**src/rtl/fetch_pkg.sv**
```systemverilog
// Shared constants and types for the fetch stage: NOP encoding, PC step and fetch FSM states.
package fetch_pkg;

  localparam logic [31:0] INSTR_NOP = 32'h0100_0000;
  localparam int unsigned PC_INC    = 4;

  typedef enum logic {
    StBoot,
    StRun
  } fetch_state_e;

endpackage

```
**src/rtl/if_id_reg.sv**
```systemverilog
// IF/ID pipeline register: holds on stall, loads fetched instruction or a NOP bubble,
// and clears to a bubble on synchronous reset.
module if_id_reg
  import fetch_pkg::*;
#(
  parameter int unsigned ADDR_W  = 32,
  parameter int unsigned INSTR_W = 32
) (
  input  logic               clk,
  input  logic               reset,
  input  logic               load,
  input  logic               bubble,
  input  logic [INSTR_W-1:0] instr_F,
  input  logic [ADDR_W-1:0]  pc_F,
  input  logic [ADDR_W-1:0]  npc_F,
  output logic [INSTR_W-1:0] instr_D,
  output logic [ADDR_W-1:0]  pc_D,
  output logic [ADDR_W-1:0]  npc_D,
  output logic               valid_D
);

  logic [INSTR_W-1:0] instr_q, instr_d;
  logic [ADDR_W-1:0]  pc_q, pc_d;
  logic [ADDR_W-1:0]  npc_q, npc_d;
  logic               valid_q, valid_d;

  always_comb begin
    instr_d = instr_q;
    pc_d    = pc_q;
    npc_d   = npc_q;
    valid_d = valid_q;
    if (load) begin
      // An annulled delay slot still carries its real PC/nPC for debug and trace.
      instr_d = bubble ? INSTR_W'(INSTR_NOP) : instr_F;
      valid_d = ~bubble;
      pc_d    = pc_F;
      npc_d   = npc_F;
    end
  end

  always_ff @(posedge clk) begin
    if (reset) begin
      instr_q <= INSTR_W'(INSTR_NOP);
      pc_q    <= '0;
      npc_q   <= '0;
      valid_q <= 1'b0;
    end else begin
      instr_q <= instr_d;
      pc_q    <= pc_d;
      npc_q   <= npc_d;
      valid_q <= valid_d;
    end
  end

  assign instr_D = instr_q;
  assign pc_D    = pc_q;
  assign npc_D   = npc_q;
  assign valid_D = valid_q;

endmodule

```
**src/rtl/fetch_unit.sv**
```systemverilog
// PC/nPC fetch stage with delayed-branch sequencing, pending redirects and annulled delay slots.
// Optional FETCH_PERF_EN adds saturating fetch and stall counters.
module fetch_unit
  import fetch_pkg::*;
#(
  parameter int unsigned       ADDR_W   = 32,
  parameter int unsigned       INSTR_W  = 32,
  parameter logic [ADDR_W-1:0] RESET_PC = '0
) (
  input  logic               clk,
  input  logic               reset,
  input  logic               stall_F,
  input  logic               stall_D,
  input  logic               redirect_valid,
  input  logic [ADDR_W-1:0]  redirect_target,
  input  logic               redirect_annul,
  output logic [ADDR_W-1:0]  imem_addr,
  input  logic [INSTR_W-1:0] imem_rdata,
  output logic [INSTR_W-1:0] instr_D,
  output logic [ADDR_W-1:0]  pc_D,
  output logic [ADDR_W-1:0]  npc_D,
`ifdef FETCH_PERF_EN
  output logic [31:0]        perf_fetched,
  output logic [31:0]        perf_stalls,
`endif
  output logic               valid_D
);

  fetch_state_e      state_q, state_d;
  logic [ADDR_W-1:0] pc_q, pc_d;
  logic [ADDR_W-1:0] npc_q, npc_d;
  logic              pend_valid_q, pend_valid_d;
  logic [ADDR_W-1:0] pend_target_q, pend_target_d;
  logic              pend_annul_q, pend_annul_d;
  logic              annul_q, annul_d;

  logic              apply_redirect;
  logic [ADDR_W-1:0] redirect_tgt;
  logic              redirect_ann;

  always_comb begin
    // A live redirect outranks a pending one in the cycle the stall lifts.
    apply_redirect = ~stall_F & (redirect_valid | pend_valid_q);
    redirect_tgt   = redirect_valid ? redirect_target : pend_target_q;
    redirect_ann   = redirect_valid ? redirect_annul : pend_annul_q;

    pc_d          = pc_q;
    npc_d         = npc_q;
    pend_valid_d  = pend_valid_q;
    pend_target_d = pend_target_q;
    pend_annul_d  = pend_annul_q;
    annul_d       = annul_q;
    state_d       = state_q;

    if (!stall_F) begin
      pc_d         = npc_q;
      npc_d        = apply_redirect ? redirect_tgt : npc_q + ADDR_W'(PC_INC);
      pend_valid_d = 1'b0;
    end else if (redirect_valid) begin
      pend_valid_d  = 1'b1;
      pend_target_d = redirect_target;
      pend_annul_d  = redirect_annul;
    end

    // The flag targets the delay slot, i.e. the load after the one happening now.
    if (apply_redirect && redirect_ann) begin
      annul_d = 1'b1;
    end else if (!stall_D) begin
      annul_d = 1'b0;
    end

    unique case (state_q)
      StBoot:  if (!stall_D) state_d = StRun;
      StRun:   state_d = StRun;
      default: state_d = StBoot;
    endcase
  end

  always_ff @(posedge clk) begin
    if (reset) begin
      state_q       <= StBoot;
      pc_q          <= RESET_PC;
      npc_q         <= RESET_PC + ADDR_W'(PC_INC);
      pend_valid_q  <= 1'b0;
      pend_target_q <= '0;
      pend_annul_q  <= 1'b0;
      annul_q       <= 1'b0;
    end else begin
      state_q       <= state_d;
      pc_q          <= pc_d;
      npc_q         <= npc_d;
      pend_valid_q  <= pend_valid_d;
      pend_target_q <= pend_target_d;
      pend_annul_q  <= pend_annul_d;
      annul_q       <= annul_d;
    end
  end

  assign imem_addr = pc_q;

  if_id_reg #(
    .ADDR_W  (ADDR_W),
    .INSTR_W (INSTR_W)
  ) u_if_id_reg (
    .clk     (clk),
    .reset   (reset),
    .load    (~stall_D),
    .bubble  (annul_q),
    .instr_F (imem_rdata),
    .pc_F    (pc_q),
    .npc_F   (npc_q),
    .instr_D (instr_D),
    .pc_D    (pc_D),
    .npc_D   (npc_D),
    .valid_D (valid_D)
  );

`ifdef FETCH_PERF_EN
  logic [31:0] perf_fetched_q, perf_stalls_q;

  always_ff @(posedge clk) begin
    if (reset) begin
      perf_fetched_q <= '0;
      perf_stalls_q  <= '0;
    end else begin
      if (!stall_D && !annul_q && perf_fetched_q != '1) perf_fetched_q <= perf_fetched_q + 32'd1;
      if (stall_F && perf_stalls_q != '1) perf_stalls_q <= perf_stalls_q + 32'd1;
    end
  end

  assign perf_fetched = perf_fetched_q;
  assign perf_stalls  = perf_stalls_q;
`endif

`ifndef SYNTHESIS
  // Hazard unit must never freeze PC while letting IF/ID advance.
  stall_order_a: assert property (@(posedge clk) disable iff (reset) !(stall_F && !stall_D));
`endif

endmodule

```
**config.mk**
```make
export PLATFORM = sky130hd
export DESIGN_NAME = fetch_unit
export DESIGN_NICKNAME = d
export VERILOG_FILES = /design/src/rtl/fetch_pkg.sv /design/src/rtl/if_id_reg.sv /design/src/rtl/fetch_unit.sv
export SDC_FILE = /design/constraint.sdc
export NUM_CORES = 1
export LEC_CHECK = 0
export CORE_UTILIZATION = 32
export CTS_CLUSTER_DIAMETER = 30
export CTS_CLUSTER_SIZE = 8
export DETAILED_ROUTE_END_ITERATION = 8
export PLACE_DENSITY = 0.58
export SLEW_MARGIN = 25
export SYNTH_ARGS = -nofsm -noshare
export SYNTH_HDL_FRONTEND = slang
export SYNTH_SLANG_ARGS = --single-unit
```
**constraint.sdc**
```tcl
create_clock -name clk -period 2.17 [get_ports clk]
set_input_delay 0.434 -clock clk [delete_from_list [all_inputs] [get_ports clk]]
set_output_delay 0.434 -clock clk [all_outputs]
set_load 0.03 [all_outputs]
```
[Word level (Yosys, flattened, before mapping)]
Index checks and enable logic that the tools add are counted.
Word-level totals
  flip-flop bits (word level): 196
  input port bits: 70
  output and inout port bits: 129
  word-level logic and storage cells: 24
Cells by class
  add/subtract/negate cells: 1
  eq/ne operators: 1
  mux-type cells: 6
  bitwise operators: 4
  reductions and logical operators: 2
Operators by type and width (number)
  two-way mux 32 bit: 3
  adder 32 x 3 -> 32 bit, second input constant: 1
  two-way mux 1 bit: 3
  inequality test 2 x 1 -> 1 bit, second input constant: 1
  NOT 1 bit: 2
  OR reduction 2 bit: 1
  AND 1 bit: 1
  logical AND 1 bit: 1
  bitwise OR 1 bit: 1

[Logic depth before layout (Yosys ltp)]
Gate-level depths: netlist (run 1).
  word-level depth: 4
  gate-level depth with buffers: 8
  mapped depth without buffers: 6

[Modules after synthesis]
A second synthesis (run 1) with hierarchy kept.
Unflattened totals
  cells, all modules: 908
  area, all modules: 8235.4 um^2
By module, submodules not included
  fetch_unit: times used 1, cells an instance 557, area each 4568.1 um^2
  if_id_reg: times used 1, cells an instance 351, area each 3667.3 um^2

[Least setup slack after synthesis (run 1)]
No wires, ideal clock.
  path type: in2reg
  start: input redirect_valid
  end: register npc_q[15]
  library setup time: 0.074 ns
  arrival time: 1.897 ns
  data required time: 2.096 ns
  path slack: 0.199 ns
  stages on the path: 7
  path buffers: 2
  cells stage by stage: clkbuf_1 or2_2 clkbuf_1 or4_1 nor3_1 a221oi_1 o21ai_0
Between the ends
  cells in the longest elaborated chain, start to end: 3
RTL lines
  from (decl): line fetch_unit.sv:14  | input logic redirect_valid,
  bitwise OR 1 bit: line fetch_unit.sv:43  | apply_redirect = ~stall_F & (redirect_valid | pend_valid_q);
  AND 1 bit: line fetch_unit.sv:43
  two-way mux 32 bit *: line fetch_unit.sv:57  | npc_d = apply_redirect ? redirect_tgt : npc_q + ADDR_W'(PC_INC);
  to (signal assigned): line fetch_unit.sv:83  | npc_q <= RESET_PC + ADDR_W'(PC_INC);
  to (signal assigned): line fetch_unit.sv:91  | npc_q <= npc_d;
  to (decl): line fetch_unit.sv:31  | logic [ADDR_W-1:0] npc_q, npc_d;
Mark *: on every way between the ends. The rest lies on a longest branch, timed or not.
A chain may end at the register's enable or synchronous reset.

[Worst setup path after layout (run 1)]
  start: register pc_q[11], in the netlist imem_addr[11]
  end: output imem_addr[11]
RTL lines
  from (decl): line fetch_unit.sv:30  | logic [ADDR_W-1:0] pc_q, pc_d;
  from (signal assigned): line fetch_unit.sv:90  | pc_q <= pc_d;
  to (decl): line fetch_unit.sv:17  | output logic [ADDR_W-1:0] imem_addr,
No word-level cell between the ends.

==> impl_metrics.json, run 1 <==
{
  "timing.hold.ws_ns": 0.308,
  "area_delta_synth_final_pct": 40.0,
  "grt_max_degree": 67,
  "hold_path_class": "input pin to register",
  "pwr-share-seq_pct": 47.7,
  "antennaDiodeCount": 0,
  "skew_ns": 0.00913,
  "ios": 199,
  "start_util_pct": 32.9,
  "crit_fanout": 3,
  "max_freq_ghz": 0.499,
  "drt_first_iter_violations": 568,
  "drv_cap": 0,
  "final_cell_mix": "196 x dfxtp_1, 195 x clkdlybuf4s50_1, 157 x nor2_1",
  "synth_cell_types": 49,
  "power_mw": 8.07,
  "nets": 1143,
  "worstSetupPathType": "register to output pin",
  "routed_wl_um": 23500,
  "finalCritPeriodShare_pct": 92.4,
  "path_clk_slew_ns": 0.07,
  "cts_resized": 0,
  "cts_tree": "built",
  "antenna_found_initial": 0,
  "ys_warn_count": 0,
  "p_int_mw": 5.86,
  "clock_latency_ns": 0.43,
  "drive_gt1_share_pct": 9.03,
  "cp.arrival_ns": 1.57,
  "postCtsHoldBufs": 0,
  "hold_violations": 0,
  "cp_cell_sequence": "clkdlybuf4s50_1",
  "required_ns": 1.74,
  "cts_buffers": 17,
  "root_buffer": "clkbuf_16",
  "final_cells": 1404,
  "dieArea_um2": 25100,
  "end_kind": "output pin",
  "pre_cts_slack_ns": -0.0334,
  "portBuffers": 198,
  "power_switching_mw": 2.21,
  "synth_area_um2": 7830,
  "drt_pass1_iterations": 5,
  "ys_seq_area_share_pct": 50.1,
  "setup_ws_ns": 0.164,
  "grt_usage_pct": 18.6,
  "critPathBufInv": 1,
  "syn_inst": 873,
  "p_leak_nw": 4.27,
  "slew_violations": 0,
  "die_h_um": 158,
  "final_util_pct": 46.1,
  "gp_routability_congestion": 0.825,
  "cts_max_path_buffers": 2,
  "vias_per_cell": 4.98,
  "die_w_um": 158,
  "pwr-share-comb_pct": 13.9,
  "clkPwrFrac_pct": 38.3,
  "synth_nets": 944,
  "post_drt_wl_per_cell_um": 16.7,
  "fill_cells": 2284,
  "cts.sinks": 196,
  "worst_pin_slew_ns": 0.692,
  "num_vias": 6997,
  "antenna_left": 0,
  "core_area_um2": 23800,
  "grt_setup_unrepaired": "no",
  "synth.avg_cell_area_um2": 8.96,
  "cp_top_family": "buffers and inverters",
  "maxSlewHeadroom_pct": 53.9,
  "critPathMaxStageDelay_ns": 0.72,
  "overflow": 0,
  "status": "completed",
  "htreeDepth": 4,
  "grt_first_pass_wirelength_um": 35800,
  "power.density_nw_per_um2": 737,
  "finalSetupViolCount": 0,
  "cts_setup_buffers": 0,
  "place_inst": 1372,
  "final_common_cell": "dfxtp_1",
  "grt_pass1_vias": 6345,
  "drcViolationCount": 0,
  "vdd.ir_drop.worst_uv": 458,
  "cp-start-kind": "register",
  "period_needed_ns": 2.01,
  "hpwl_um": 16900,
  "std_cell_rows": 56,
  "synth_seq_cells": 196,
  "power_switching_share_pct": 27.4,
  "slowest_stage": "clkdlybuf4s50_1"
}
[sequential cells by signal (all words and copies together), names as in the netlist]
register             cells
annul_q                  1
imem_addr               32
npc_q                   32
pend_annul_q             1
pend_target_q           32
pend_valid_q             1
u_if_id_reg.instr_D     32
u_if_id_reg.npc_D       32
u_if_id_reg.pc_D        32
u_if_id_reg.valid_D      1
[per-layer routing]
layer | wire length [µm] | track usage, %
met1 | 11000 | 25.3
met2 | 10700 | 29.4
met3 | 1570 | 4.35
met4 | 261 | 5.04
met5 | 0 | 0
[through the flow]
step | setup TNS [ns] | area (µm²)
after global routing | 0 | 11000
after floorplan | 0 | 7830
final | 0 | 11000
after CTS | 0 | 11000
after global placement | -0.0389 | 10400
after detailed placement | -0.0452 | 10400
[power by group through the flow]
stage	clock network [mW]	registers, mW	logic [mW]
5_1_grt	3.36	3.87	1.21
2_1_floorplan	0	4.08	0.457
6_report	3.09	3.85	1.12
3_3_place_gp	0	3.94	1.12
4_1_cts	3.20	3.86	1.13
3_5_place_dp	0	3.94	1.13
[path summary, 6_finish.rpt]
path                    startpoint           endpoint  slack [ns]  cells past startpoint
setup / recovery     imem_addr[11]      imem_addr[11]        0.16                      1
hold / removal               reset  pend_target_q[17]        0.31                      2
setup reg to reg         npc_q[14]          npc_q[26]        0.23                      4
hold reg to reg   pend_target_q[1]   pend_target_q[1]        0.46                      2
[cells by family (layout without fill, tap and decap cells)]
family                   count (synthesis)  in the layout  share of synthesized area [%]
flip-flops                             196            196                           50.1
AO/OA/AOI/OAI                          172            172                           14.5
XOR/XNOR                                 8              8                          0.895
adder cells (fa/ha/maj)                  1              1                          0.160
buffers and inverters                   87            299                           4.32
multiplexers                           101            101                           12.9
AND/OR/NAND/NOR                        308            308                           17.0
[final cells by class]
cell class	count	area, µm²	area share [%]
Sequential cell	196	3920	35.8
Timing Repair Buffer	252	2430	22.2
Tap cell	319	399	3.64
Inverter	15	56.3	0.514
Multi-Input combinational cell	590	3570	32.6
Clock buffer	17	425	3.88
Clock inverter	15	150	1.37
[synth_stat cells, drive strengths merged]
cell | instances | area, µm²
dfxtp | 196 | 3920
xor2 | 3 | 26.3
o311ai | 2 | 17.5
nand2b | 1 | 6.26
o22ai | 7 | 43.8
a21oi | 60 | 300
or2 | 2 | 12.5
ha | 1 | 12.5
xnor2 | 5 | 43.8
a21o | 2 | 15.0
nand3 | 13 | 65.1
a211oi | 4 | 35.0
and2 | 2 | 12.5
a22oi | 47 | 353
clkbuf | 51 | 191
o221ai | 1 | 8.76
o21bai | 2 | 15.0
nor3 | 12 | 60.1
o211ai | 3 | 22.5
nand4 | 10 | 68.8
buf | 21 | 90.1
inv | 15 | 56.3
a221oi | 10 | 87.6
a31oi | 4 | 25.0
mux2i | 101 | 1010
o31a | 2 | 17.5
nor4 | 7 | 80.1
o21ai | 15 | 75.1
nand3b | 2 | 15.0
o32a | 1 | 10.0
o311a | 1 | 10.0
or4 | 5 | 41.3
nand2 | 89 | 334
a32o | 3 | 30.0
nor2b | 3 | 18.8
o32ai | 3 | 26.3
and3 | 2 | 12.5
or3 | 2 | 12.5
nor2 | 158 | 593
a221o | 1 | 10.0
a211o | 4 | 35.0
No activity file was read; power rests on OpenSTA's default activity.
==> run 2, diff against run 1 <==
--- a/config.mk
+++ b/config.mk
@@ -9,6 +9,7 @@
 export CTS_CLUSTER_DIAMETER = 30
 export CTS_CLUSTER_SIZE = 8
 export DETAILED_ROUTE_END_ITERATION = 8
+export GPL_TIMING_DRIVEN = 0
 export PLACE_DENSITY = 0.58
 export SLEW_MARGIN = 25
 export SYNTH_ARGS = -nofsm -noshare
==> run 2 against run 1 <==
  * Clock skew down 0.0017 ns
  * Largest cell class unchanged
  * Critical path depth up 6
  * Die area unchanged
  * Register-to-register slack worse by 0.14 ns
  * Sequential share of layout area up 0.54 points
  * First-iteration DRC count down 16%
  * Combinational power about the same
  * Sequential power about the same
  * Critical path type is now register to register
  * Count of clock-buffer cells in the layout up 2
  * Setup slack worse by 0.070 ns
  * Non-clock buffer count up 14
  * Final cell count up 1.0%
==> impl_metrics.json, run 2 (synthesized netlist as in run 1, its figures left out) <==
{
  "grt_max_degree": 18,
  "gp_routability_congestion": 0.860,
  "std_cell_rows": 56,
  "period_needed_ns": 2.08,
  "worst_pin_slew_ns": 0.916,
  "portBuffers": 196,
  "post_drt_wl_per_cell_um": 17.9,
  "cts_setup_buffers": 0,
  "timing.hold.ws_ns": 0.454,
  "vias_per_cell": 5.00,
  "hold_violations": 0,
  "hpwl_um": 19000,
  "routed_wl_um": 25400,
  "vdd.ir_drop.worst_uv": 404,
  "cp_cell_sequence": "clkbuf_4 > nand4_4 > or4_4 > buf_6 > nor4_1 > a221oi_1 > o32ai_1",
  "ios": 199,
  "drcViolationCount": 0,
  "cts_tree": "built",
  "r2r_cells": 7,
  "required_ns": 2.52,
  "drive_gt1_share_pct": 5.46,
  "root_buffer": "clkbuf_16",
  "nets": 1157,
  "power.density_nw_per_um2": 746,
  "clock_latency_ns": 0.44,
  "antenna_left": 0,
  "p_leak_nw": 4.12,
  "num_vias": 7092,
  "overflow": 0,
  "max_freq_ghz": 0.482,
  "hold_path_class": "register to register",
  "cp_num_cells": 7,
  "drt_pass1_iterations": 5,
  "die_w_um": 158,
  "area_delta_synth_final_pct": 38.1,
  "finalSetupViolCount": 0,
  "antennaDiodeCount": 0,
  "path_clk_slew_ns": 0.07,
  "power_mw": 8.06,
  "slew_violations": 0,
  "cts_max_path_buffers": 2,
  "core_area_um2": 23800,
  "fill_cells": 2322,
  "worstSetupPathType": "register to register",
  "postCtsHoldBufs": 0,
  "setup_ws_ns": 0.0943,
  "grt_first_pass_wirelength_um": 37800,
  "cp-start-kind": "register",
  "dieArea_um2": 25100,
  "crit_fanout": 10,
  "start_util_pct": 32.9,
  "drv_cap": 0,
  "status": "completed",
  "grt_pass1_vias": 6505,
  "grt_usage_pct": 20.2,
  "maxSlewHeadroom_pct": 38.9,
  "critPathMaxStageDelay_ns": 0.54,
  "die_h_um": 158,
  "final_cell_mix": "196 x clkdlybuf4s50_1, 193 x dfxtp_1, 156 x nor2_1",
  "antenna_found_initial": 0,
  "cts_buffers": 17,
  "final_common_cell": "clkdlybuf4s50_1",
  "whs_path_depth": 2,
  "skew_ns": 0.00747,
  "end_kind": "register",
  "cts.sinks": 196,
  "slowest_stage": "or4_4",
  "critPathBufInv": 2,
  "cp_top_family": "simple AND/OR/NAND/NOR gates",
  "pre_cts_slack_ns": -0.657,
  "finalCritPeriodShare_pct": 95.7,
  "cts_resized": 8,
  "htreeDepth": 4,
  "drt_first_iter_violations": 477,
  "grt_setup_unrepaired": "no",
  "cp.arrival_ns": 2.43
}
## run 2: cell types whose count changed in the layout (fill, tap and decap cells not counted), moves of 2 or more
cell	change
buf_2	+2
clkbuf_1	+44
buf_1	+14
dfxtp_2	+3
buf_4	-52
buf_12	-4
clkbuf_2	+8
clkbuf_4	+2
dfxtp_1	-3
## run 2: metrics by stage
step                cell area, µm²  setup TNS (ns)  cells  util, %
floorplan                     7830               0    873        -
global placement             10200          -85.91   1388     42.9
detailed placement           10200          -86.71   1388     42.9
CTS                          10800               0   1420     45.3
global route                 10800               0   1418     45.5
finish                       10800               0   1418     45.5
## run 2: worst min-delay path: cells and delay by family (launching register included)
kind	cells	cell delay, ns
flops	1	0.31
simple gates	1	0.05
compound gates	1	0.05
## run 2: final cells by class
| cell class | count | area, µm² | area share, % |
|---|---|---|---|
| plain buffers | 70 | 290 | 2.69 |
| clock inverters | 13 | 128 | 1.18 |
| flip-flops and latches | 196 | 3930 | 36.4 |
| clock buffers | 19 | 443 | 4.10 |
| inverters | 15 | 56.3 | 0.521 |
| multi-input cells | 590 | 3600 | 33.3 |
| well taps | 319 | 399 | 3.69 |
| repair buffers | 196 | 1960 | 18.2 |
## run 2: path summary, 6_finish.rpt
| check | startpoint | to | slack [ns] |
|---|---|---|---|
| setup / recovery | npc_q[12] | npc_q[18] | 0.09 |
| hold / removal | pend_target_q[26] | pend_target_q[26] | 0.45 |
| setup reg to reg | npc_q[12] | npc_q[18] | 0.09 |
| hold reg to reg | pend_target_q[26] | pend_target_q[26] | 0.45 |
## run 2: per-layer routing
metal  GRT usage [%]  wire length (µm)
met5               0                 0
met4            6.73               429
met3            5.42              2070
met2            32.5             11700
met1            26.0             11300
## run 2: power breakdown
group,internal [mW],switching (mW),total (mW)
clock,1.63,1.45,3.08
combinational,0.462,0.635,1.10
sequential,3.75,0.134,3.88
==> run 3, diff against run 2 <==
--- a/config.mk
+++ b/config.mk
@@ -5,12 +5,12 @@
 export SDC_FILE = /design/constraint.sdc
 export NUM_CORES = 1
 export LEC_CHECK = 0
-export CORE_UTILIZATION = 32
+export CORE_UTILIZATION = 40
 export CTS_CLUSTER_DIAMETER = 30
 export CTS_CLUSTER_SIZE = 8
 export DETAILED_ROUTE_END_ITERATION = 8
 export GPL_TIMING_DRIVEN = 0
-export PLACE_DENSITY = 0.58
+export PLACE_DENSITY = 0.69
 export SLEW_MARGIN = 25
 export SYNTH_ARGS = -nofsm -noshare
 export SYNTH_HDL_FRONTEND = slang
==> run 3 against run 2 <==
  * Sequential share of layout area is 0.20 points higher
  * Routed wire length is 7.8% lower
  * Via count is 1.3% higher
  * Largest power group unchanged
==> impl_metrics.json, run 3 (synthesized netlist as in run 1, its figures left out) <==
{
  "drcViolationCount": 0,
  "critPathBufInv": 4,
  "dieArea_um2": 20100,
  "cts.sinks": 196,
  "post_drt_wl_per_cell_um": 17.2,
  "required_ns": 2.46,
  "max_freq_ghz": 0.467,
  "final_cell_mix": "196 x clkdlybuf4s50_1, 193 x dfxtp_1, 157 x nor2_1",
  "die_w_um": 142,
  "worst_pin_slew_ns": 0.792,
  "drt_pass1_iterations": 5,
  "grt_pass1_vias": 6683,
  "cts_tree": "built",
  "root_buffer": "clkbuf_16",
  "drive_gt1_share_pct": 5.44,
  "skew_ns": 0.0116,
  "slowest_stage": "clkbuf_1",
  "vias_per_cell": 5.27,
  "ios": 199,
  "routed_wl_um": 23500,
  "portBuffers": 196,
  "pre_cts_slack_ns": -0.613,
  "die_h_um": 142,
  "worstSetupPathType": "input pin to register",
  "pwr-share-seq_pct": 48.2,
  "antennaDiodeCount": 0,
  "area_delta_synth_final_pct": 37.3,
  "cp.arrival_ns": 2.43,
  "p_int_mw": 5.87,
  "num_vias": 7182,
  "end_kind": "register",
  "grt_first_pass_wirelength_um": 36200,
  "maxSlewHeadroom_pct": 47.0,
  "final_util_pct": 56.7,
  "status": "completed",
  "drv_cap": 0,
  "period_needed_ns": 2.14,
  "overflow": 0,
  "cp_top_family": "buffers and inverters",
  "finalSetupViolCount": 0,
  "cts_max_path_buffers": 2,
  "path_clk_slew_ns": 0.07,
  "power.density_nw_per_um2": 750,
  "hold_path_class": "register to register",
  "std_cell_rows": 50,
  "vdd.ir_drop.worst_uv": 574,
  "core_area_um2": 19000,
  "grt_max_degree": 18,
  "cp_cell_sequence": "clkdlybuf4s50_1 > clkbuf_1 > clkbuf_2 > clkbuf_1 > nor2_1",
  "cts_buffers": 17,
  "finalCritPeriodShare_pct": 98.7,
  "fin_tns_setup_ns": 0,
  "antenna_found_initial": 0,
  "pwr-share-comb_pct": 13.3,
  "critPathMaxStageDelay_ns": 0.56,
  "grt_setup_unrepaired": "yes",
  "htreeDepth": 4,
  "gp_routability_congestion": 0.894,
  "hold_violations": 0,
  "power_switching_mw": 2.18,
  "hpwl_um": 17600,
  "final_common_cell": "clkdlybuf4s50_1",
  "timing.hold.ws_ns": 0.454,
  "grt_usage_pct": 23.5,
  "crit_fanout": 10,
  "antenna_left": 0,
  "setup_ws_ns": 0.0282,
  "start_util_pct": 41.3,
  "cp-start-kind": "input pin",
  "clock_latency_ns": 0.44,
  "path_common_cell": "clkbuf_1",
  "p_leak_nw": 4.11,
  "nets": 1160,
  "power_switching_share_pct": 27.1,
  "slew_violations": 0,
  "clkPwrFrac_pct": 38.5,
  "drt_first_iter_violations": 575
}
==> run 3: cell types whose count changed in the layout (fill, tap and decap cells not counted) <==
cell        change
nor2_1          +1
buf_1           +2
nor3_4          -1
nor2_2          -1
clkbuf_8        +1
clkinv_4        -4
clkinvlp_4      +1
inv_6           +2
nor3_2          +1
buf_4           +3
clkbuf_2        -2
==> run 3: worst paths after layout <==
path,start,to,slack (ns),cells past startpoint
worst max-delay path,reset,imem_addr[28],0.03,5
worst min-delay path,pend_target_q[0],pend_target_q[0],0.45,2
worst max register to register,npc_q[3],npc_q[24],0.07,6
worst min register to register,pend_target_q[0],pend_target_q[0],0.45,2
==> run 3: cell type report <==
class	count	area, µm²
buffer	70	288
clock buffer	20	457
clock inverter	12	118
fill	1759	8210
inverter	15	56.3
multi-input combinational	590	3590
sequential	196	3930
tap	260	325
timing repair buffer	199	1980
==> run 3: through the flow <==
step           instances  cell area, µm²  power, mW
6_report            1362           10700       8.05
5_1_grt             1362           10700       8.35
4_1_cts             1361           10700       8.09
3_5_place_dp        1329           10100       5.03
3_3_place_gp        1329           10100       5.02
2_1_floorplan        873            7830       4.54
==> run 3: layer usage <==
layer | vias to the layer above | track usage (%) | routed length [µm] | share of wire [%]
met2 | 310 | 38.9 | 10900 | 46
met4 | 0 | 7.58 | 404 | 1.7
met3 | 44 | 4.52 | 1700 | 7.2
met1 | 3343 | 30.7 | 10500 | 45
li1 | 3485 | - | - | -
met5 | - | 0 | 0 | 0
==> run 3: what timing repair did <==
action / 4_1_cts / 5_1_grt
pin swaps: 0 / 1
hold buffers: 0 / 0
setup endpoints to repair: 45 / 44
buffers inserted: 0 / 3
resized for setup: 5 / 16
==> run 3: worst register-to-register path: stages, from the launching register on <==
cell and delay (ns):
dfxtp_1 0.47, ha_1 0.28, nand3_1 0.22, nor3_2 0.40, nand4_1 0.23, xor2_1 0.19
a211oi_1 0.22
==> run 3: power groups by stage <==
stage	Combinational (mW)	Sequential (mW)	Clock [mW]
global placement	1.07	3.95	0
CTS	1.08	3.87	3.14
global route	1.16	3.90	3.29
floorplan	0.457	4.08	0
detailed placement	1.07	3.96	0
finish	1.07	3.88	3.10
